--- src/rtl/proc_load_ctrl.sv ---
// proc_load_ctrl
// Software-facing load/run controller for a small processor datapath.
// Software writes instruction words into instruction memory through a
// command/address/data register triple, then runs, pauses, single-steps and
// clears the datapath. All state changes on the rising edge of clk.
//
// Ports
//   clk          : single clock, rising edge
//   reset        : synchronous, active-low reset
//   sw_cmd       : command register; [0] load, [1] run, [2] step, [3] clr
//   sw_imem_addr : software instruction address
//   sw_imem_data : software instruction data
//   proc_halt    : datapath halt indication (level)
//   imem_we      : one-cycle instruction-memory write pulse
//   imem_addr    : instruction-memory write address (held between pulses)
//   imem_wdata   : instruction-memory write data (held between pulses)
//   proc_hold    : high holds the datapath in reset
//   proc_en      : high advances the datapath one cycle per clk
//   status       : [2:0] state, [3] proc_halt, [15:4] write count,
//                  [31:16] enabled-cycle count (or zero)
//
// Build option
//   PROC_LOAD_CTRL_CYCLE_CNT_EN : when defined, a saturating 16-bit count of
//   proc_en cycles is kept and reported in status[31:16]; otherwise the
//   counter is absent and status[31:16] reads zero.
module proc_load_ctrl #(
    parameter int IMEM_ADDR_WIDTH = 9,
    parameter int DATA_WIDTH      = 32
) (
    input  logic                       clk,
    input  logic                       reset,
    input  logic [31:0]                sw_cmd,
    input  logic [31:0]                sw_imem_addr,
    input  logic [DATA_WIDTH-1:0]      sw_imem_data,
    input  logic                       proc_halt,
    output logic                       imem_we,
    output logic [IMEM_ADDR_WIDTH-1:0] imem_addr,
    output logic [DATA_WIDTH-1:0]      imem_wdata,
    output logic                       proc_hold,
    output logic                       proc_en,
    output logic [31:0]                status
);

    typedef enum logic [2:0] {
        IDLE  = 3'd0,
        LOAD  = 3'd1,
        RUN   = 3'd2,
        PAUSE = 3'd3,
        STEP  = 3'd4,
        DONE  = 3'd5
    } state_t;

    localparam int CMD_LOAD = 0;
    localparam int CMD_RUN  = 1;
    localparam int CMD_STEP = 2;
    localparam int CMD_CLR  = 3;

    function automatic logic [11:0] sat_inc12(input logic [11:0] v);
        return (v == 12'hFFF) ? v : v + 12'd1;
    endfunction

    function automatic logic [15:0] sat_inc16(input logic [15:0] v);
        return (v == 16'hFFFF) ? v : v + 16'd1;
    endfunction

    state_t      state;
    state_t      state_next;
    logic [3:0]  cmd_q;
    logic [31:0] addr_prev;
    logic [11:0] write_cnt;
    logic        hold_d;
    logic        en_d;
    logic        wr_hit;
    logic        load_entry;
    logic        idle_entry;
    logic [15:0] status_hi;

    // Only the four command bits carry meaning.
    wire unused_cmd_bits = ^sw_cmd[31:4];

    wire cmd_load = sw_cmd[CMD_LOAD];
    wire cmd_run  = sw_cmd[CMD_RUN];
    wire rise_run  = sw_cmd[CMD_RUN]  & ~cmd_q[CMD_RUN];
    wire rise_step = sw_cmd[CMD_STEP] & ~cmd_q[CMD_STEP];
    wire rise_clr  = sw_cmd[CMD_CLR]  & ~cmd_q[CMD_CLR];

    // Next state and next registered outputs. Checks are ordered so that
    // clr wins over halt, and halt wins over run/step.
    always_comb begin
        state_next = state;
        hold_d     = 1'b0;
        en_d       = 1'b0;
        case (state)
            IDLE: begin
                if (cmd_load)      state_next = LOAD;
                else if (rise_run) state_next = RUN;
            end
            LOAD: begin
                if (!cmd_load) state_next = IDLE;
            end
            RUN: begin
                if (rise_clr)       state_next = IDLE;
                else if (proc_halt) state_next = DONE;
                else if (!cmd_run)  state_next = PAUSE;
            end
            PAUSE: begin
                if (rise_clr)       state_next = IDLE;
                else if (rise_run)  state_next = RUN;
                else if (rise_step) state_next = STEP;
            end
            STEP: begin
                state_next = proc_halt ? DONE : PAUSE;
            end
            DONE: begin
                if (rise_clr) state_next = IDLE;
            end
            default: state_next = IDLE;
        endcase

        // Outputs follow the current state, so they land one edge after the
        // transition that produced it.
        hold_d = (state == IDLE) || (state == LOAD);
        en_d   = (state == RUN)  || (state == STEP);
    end

    // A write fires only on an address change seen while load is still held
    // in LOAD; an address change in the same cycle load drops is discarded.
    assign wr_hit     = (state == LOAD) && cmd_load && (sw_imem_addr != addr_prev);
    assign load_entry = (state_next == LOAD) && (state != LOAD);
    assign idle_entry = (state_next == IDLE) && (state != IDLE);

    always_ff @(posedge clk) begin
        if (!reset) begin
            state      <= IDLE;
            cmd_q      <= 4'd0;
            addr_prev  <= 32'hFFFF_FFFF;
            write_cnt  <= 12'd0;
            imem_we    <= 1'b0;
            imem_addr  <= '0;
            imem_wdata <= '0;
            proc_hold  <= 1'b1;
            proc_en    <= 1'b0;
        end else begin
            state     <= state_next;
            cmd_q     <= sw_cmd[3:0];
            addr_prev <= sw_imem_addr;
            proc_hold <= hold_d;
            proc_en   <= en_d;
            imem_we   <= wr_hit;
            if (wr_hit) begin
                imem_addr  <= sw_imem_addr[IMEM_ADDR_WIDTH-1:0];
                imem_wdata <= sw_imem_data;
            end
            if (load_entry)  write_cnt <= 12'd0;
            else if (wr_hit) write_cnt <= sat_inc12(write_cnt);
        end
    end

`ifdef PROC_LOAD_CTRL_CYCLE_CNT_EN
    logic [15:0] cycle_cnt;

    always_ff @(posedge clk) begin
        if (!reset) begin
            cycle_cnt <= 16'd0;
        end else if (idle_entry) begin
            cycle_cnt <= 16'd0;
        end else if (proc_en) begin
            cycle_cnt <= sat_inc16(cycle_cnt);
        end
    end

    assign status_hi = cycle_cnt;
`else
    wire unused_idle_entry = idle_entry;
    assign status_hi = 16'd0;
`endif

    assign status = {status_hi, write_cnt, proc_halt, state};

endmodule

--- config.mk ---
export PLATFORM = sky130hd
export DESIGN_NAME = proc_load_ctrl
export DESIGN_NICKNAME = d
export VERILOG_FILES = /design/src/rtl/proc_load_ctrl.sv
export SDC_FILE = /design/constraint.sdc
export NUM_CORES = 1
export LEC_CHECK = 0
export BUFFER_PORTS_ARGS = -buffer_cell sky130_fd_sc_hd__buf_4
export CAP_MARGIN = 20
export CORE_AREA = 2 2 128 80
export DETAILED_ROUTE_END_ITERATION = 10
export DIE_AREA = 0 0 130 82
export PLACE_DENSITY = 0.71
export REMOVE_ABC_BUFFERS = 1
export SYNTH_ARGS = -nofsm -noshare
export SYNTH_HDL_FRONTEND = slang
export SYNTH_SLANG_ARGS = --single-unit
--- constraint.sdc ---
create_clock -name clk -period 2.2 [get_ports clk]
set_input_delay 0.22 -clock clk [delete_from_list [all_inputs] [get_ports clk]]
set_output_delay 0.22 -clock clk [all_outputs]
set_load 0.02 [all_outputs]
Word-level counts from Yosys, hierarchy flattened
Cells that the tools add are included.
Widths: inputs -> output; s select.

storage, ports and cells
  bits of input ports = 99
  register bits after elaboration = 95
  output and inout bits = 76

operators by class
  bitwise operators = 8
  equal/unequal tests = 9
  muxes and demuxes = 12
  add/sub/neg operators = 1
  reductions and logical operators = 8

operators with widths
  cell                   count
  $mux 3                 11
  $ne 32x32->1           1
  $pmux 3 s6             1
  $add 12x1->12 const B  1
  $eq 12x12->1 const B   1
  $eq 3x1->1 const B     2
  $eq 3x2->1 const B     2
  $eq 3x3->1 const B     2
  $not 1->1              5
  $and 1x1->1            3
  $logic_and 1x1->1      3
  $logic_not 3->1        1
  $ne 3x1->1 const B     1
  $logic_or 1x1->1       2
  $reduce_and 2->1       1
  $reduce_or 2->1        1

Depth between registers and ports, before layout
  depth in word-level cells = 9
  gate-level depth with buffers = 8
  mapped depth without buffers = 6

Least setup slack after synthesis
Ideal clock, no wire load.

  kind = register to register
  start = register write_cnt[3]
  end = register write_cnt[11]
  data required time = 2.130 ns
  arrival = 1.816 ns
  library setup time = 0.070 ns
  stages on the path, launching flop included = 6
  setup slack = 0.315 ns
  buffers on the path = 0
  path through = dfxtp_1 -> and4_4 -> nand4_4 -> or3_1 -> or4_1 -> a21oi_1

on the way
  longest elaborated chain between the ends = 3
  elaborated cells between the ends (all ways) = 4
  classes of those cells = add/sub (1); eq/ne (1); bitwise (1); reduce/logical (1)

ends and longest elaborated chain
  element                                                RTL line  text
  start: declaration                                     70        logic [11:0] write_cnt;
  start signal: assignment                               155       else if (wr_hit) write_cnt <= sat_inc12(write_cnt);
  branches (longest 3 deep; another with $add 12x1->12)  --

Parallel ways; which one is timed is not known.
A chain may end at the register's enable or synchronous reset.

Worst setup path after layout
  start = register addr_prev[21]
  end = register imem_wdata[5]

on the way
  longest elaborated chain between the ends = 2

ends and longest elaborated chain
  element                   RTL line  text
  start: declaration        69        logic [31:0] addr_prev;
  start signal: assignment  146       addr_prev <= sw_imem_addr;
  $ne 32x32->1              128       assign wr_hit = (state == LOAD) && cmd_load && (sw_imem_addr != addr_prev);
  $logic_and 1x1->1         128
  end signal: assignment    152       imem_wdata <= sw_imem_data;
  end: declaration          38        output logic [DATA_WIDTH-1:0] imem_wdata,

No other way between the ends.

==> run_results.csv <==
group,metric,value,unit
timing,worstMarginPinSlew,0.571,ns
detailed_routing,wl,8830,microns
critical_path,worstSetupStartpointType,"register",
clock_network,post_cts_buffers,0,
die,rows,28,
clock_network,ctsHoldBuffers,0,
timing,slew_viol_final,0,
critical_path,end_kind,"register",
detailed_routing,via_count,3132,
clock_network,cts_buffers,9,
timing,setup_viol,0,
global_route,grt_pass1_wl,14100,microns
placed_design,place_ws,0.0851,ns
timing,holdWs,0.0880,ns
global_route,use_met3,0.0697,
global_route,grt_max_degree,40,
detailed_routing,wl_per_cell,13.5,microns
clock_network,cts-resized-gates,0,
global_route,grt_pass1_vias,3018,
global_route,met1_usage,0.214,
logic_synthesis,postSynthCellCount,389,
die,initial_core_util,0.400,
critical_path,crit_arrival,2.23,ns
critical_path,crit_fanout,19,
die,die_area,10700,sq um
clock_network,h-tree-depth,3,
timing,finalClockSkew,0.00627,ns
timing,fin_crit_sh,0.916,
clock_network,cts_tree,"yes",
cells_and_area,layout-drive-gt1-share,0.312,
cells_and_area,postLayoutCellArea,5230,sq um
logic_synthesis,synth.avg_cell_area,9.82,sq um
timing,rsz0062_at_grt,"no",
logic_synthesis,seq_area_frac_synth,0.492,
timing,fmax,496,MHz
critical_path,path_cells,"xor2_1 > nor4_1 > nand4_1 > o2111a_2 > buf_4 > mux2i_1 > nor2_1",
logic_synthesis,yosys_register_bits,94,
hold_path,min_from,"sw_imem_addr[9]",
logic_synthesis,synthFlopType,"dfxtp_1",
pwr,ir_worst_vdd,0.000404,V
timing,max_slew_margin,0.617,
cells_and_area,n_antenna_cell,0,
placed_design,io_buffers,130,
logic_synthesis,synth-edff-count,0,
detailed_routing,drtIter0Drc,142,
detailed_routing,ant_nets,0,
hold_path,hold_path_class,"input pin to register",
timing,finalWorstPathRequiredPeriod,2.02,ns
die,ios,175,
critical_path,cpLargestDelayFamily,"simple AND/OR/NAND/NOR gates",
logic_synthesis,synth_cell_type_count,38,
timing,hold_violations,0,
detailed_routing,drc,0,
timing,setup_slack,0.184,ns
global_route,antenna_found_initial,0,
global_route,grt_busiest_layer,"met2",
detailed_routing,via_per_inst,4.78,
status,outcome,"finished, final reports clean",
placed_design,dpl.hpwl,6470,microns
placed_design,dpl_cell_area,4880,sq um
clock_network,clock-sinks,94,
global_route,grt-ovfl-total,0,
logic_synthesis,syn_area,3820,sq um
cells_and_area,area_delta_synth_final,37.0,%
die,core,9560,sq um
global_route,use_met2,0.271,
pwr,power_density,776,nW/um^2
timing,tns,0,ns
critical_path,cp.buffers_inverters,1,
critical_path,critPathLaunch,"addr_prev[21]$_SDFF_PN1_",
logic_synthesis,yosys_warnings,0,
critical_path,crit_type,"register to register",
clock_network,worstSkewPairLatency,0.33,ns
cells_and_area,stdcell_count,655,
placed_design,globalplace.congestion,0.860,
clock_network,root_buffer,"clkbuf_16",
critical_path,crit_slowest_cell,"o2111a_2",
critical_path,cp_slowest_stage_delay,0.36,ns
clock_network,clkTransAtPathRegs,0.06,ns
global_route,grt_usage,0.169,
critical_path,cp_data_required_time,2.41,ns
placed_design,placedCellCount,640,
pwr,p_leak,2.18,nW
logic_synthesis,async_flop_share,0,
cells_and_area,nNetsFinal,616,
die,die_w,130,microns
die,die_y,82,microns
clock_network,clockBufferDepth,2,
run,cap_viol_max_count,0,
critical_path,r2r-start,"addr_prev[21]$_SDFF_PN1_",
detailed_routing,first_pass_iters,4,
## worst register-to-register path, cell delays in order (launching register included)
cell	delay, ns
dfxtp_1	0.31
xor2_1	0.16
nor4_1	0.34
nand4_1	0.24
o2111a_2	0.36
buf_4	0.23
mux2i_1	0.21
nor2_1	0.06
## cell families after synthesis
logic type      synth area share
mux                       0.0838
simple gates               0.192
xor+xnor                  0.0756
buf+inv                   0.0688
other cells             0.000981
flops                      0.492
compound gates            0.0828
fa+ha+maj                0.00327
## Yosys cell counts (2+ instances only)
master	instances	area, sq um
dfxtp_1	94	1880
nor2_1	37	139
nand2b_1	34	213
mux2i_1	32	320
xor2_1	32	280
a21oi_1	24	120
nand2_1	22	82.6
buf_4	20	150
nor4_1	12	75.1
clkbuf_1	8	30.0
o31ai_1	8	60.1
and2_1	7	43.8
or4_1	7	52.6
buf_2	6	30.0
inv_1	4	15.0
nand3_1	4	20.0
nor2b_1	4	25.0
nor3_1	4	20.0
o21ai_0	4	20.0
a31oi_1	3	18.8
buf_6	3	33.8
nand4_1	2	12.5
o41ai_2	2	32.5
or3_1	2	12.5
## power by group
| group | leakage [nW] | internal [mW] | total, mW | switching, mW |
|---|---|---|---|---|
| clock | 0.166 | 1.13 | 1.75 | 0.615 |
| combinational | 1.24 | 0.242 | 0.500 | 0.258 |
| sequential | 0.771 | 1.77 | 1.81 | 0.0399 |
## final timing paths
check	endpoint	slack (ns)	cells after the start
max reg2reg	imem_wdata[5]$_SDFFE_PN0P_	0.18	7
min reg2reg	imem_addr[4]$_SDFFE_PN0P_	0.45	2
min	addr_prev[9]$_SDFF_PN1_	0.09	2
max	imem_wdata[5]$_SDFFE_PN0P_	0.18	7
## per-stage QoR
stage	total power, mW	utilization
floorplan	2.10	-
finish	4.06	0.547
detailed placement	2.35	0.510
CTS	4.10	0.545
global placement	2.33	0.510
global route	4.22	0.547
## layout by cell type (no fill, tap or decap), types with 2 or more instances in the layout
cell | netlist | routed
nand3_1 | 4 | 4
conb_1 | 1 | 16
o21ai_0 | 4 | 4
nor2b_1 | 4 | 4
xor2_1 | 32 | 32
or4_1 | 7 | 7
buf_4 | 20 | 135
or3_1 | 2 | 2
nor4_2 | 0 | 3
mux2i_1 | 32 | 32
nor2_1 | 37 | 37
and2_1 | 7 | 7
o41ai_2 | 2 | 2
o31ai_1 | 8 | 8
nand2_1 | 22 | 22
nand2b_1 | 34 | 34
buf_12 | 0 | 3
nor3_1 | 4 | 4
inv_1 | 4 | 4
nand4_1 | 2 | 2
clkbuf_16 | 0 | 9
nor4_1 | 12 | 9
a21oi_1 | 24 | 24
a31oi_1 | 3 | 3
bufinv_16 | 0 | 3
dfxtp_1 | 94 | 94
## layer usage
layer	vias to the layer above	share of wire
li1	1537	-
met1	1481	0.47
met2	107	0.44
met3	7	0.085
met4	0	0.0079
met5	-	0
## state kept, by name (all words and copies together), names as in the netlist
name        count
addr_prev      32
imem_wdata     32
write_cnt      12
imem_addr       9
cmd_q           3
state           3
imem_we         1
proc_en         1
proc_hold       1
## cell type report
| class | count | area [sq um] |
|---|---|---|
| Timing Repair Buffer | 138 | 1070 |
| Tap cell | 135 | 169 |
| Inverter | 5 | 18.8 |
| Multi-Input combinational cell | 268 | 1750 |
| Sequential cell | 94 | 1880 |
| Fill cell | 879 | 4330 |
| Clock inverter | 4 | 95.1 |
| Clock buffer | 11 | 243 |
Note: power is estimated with default switching activity, not from simulation.
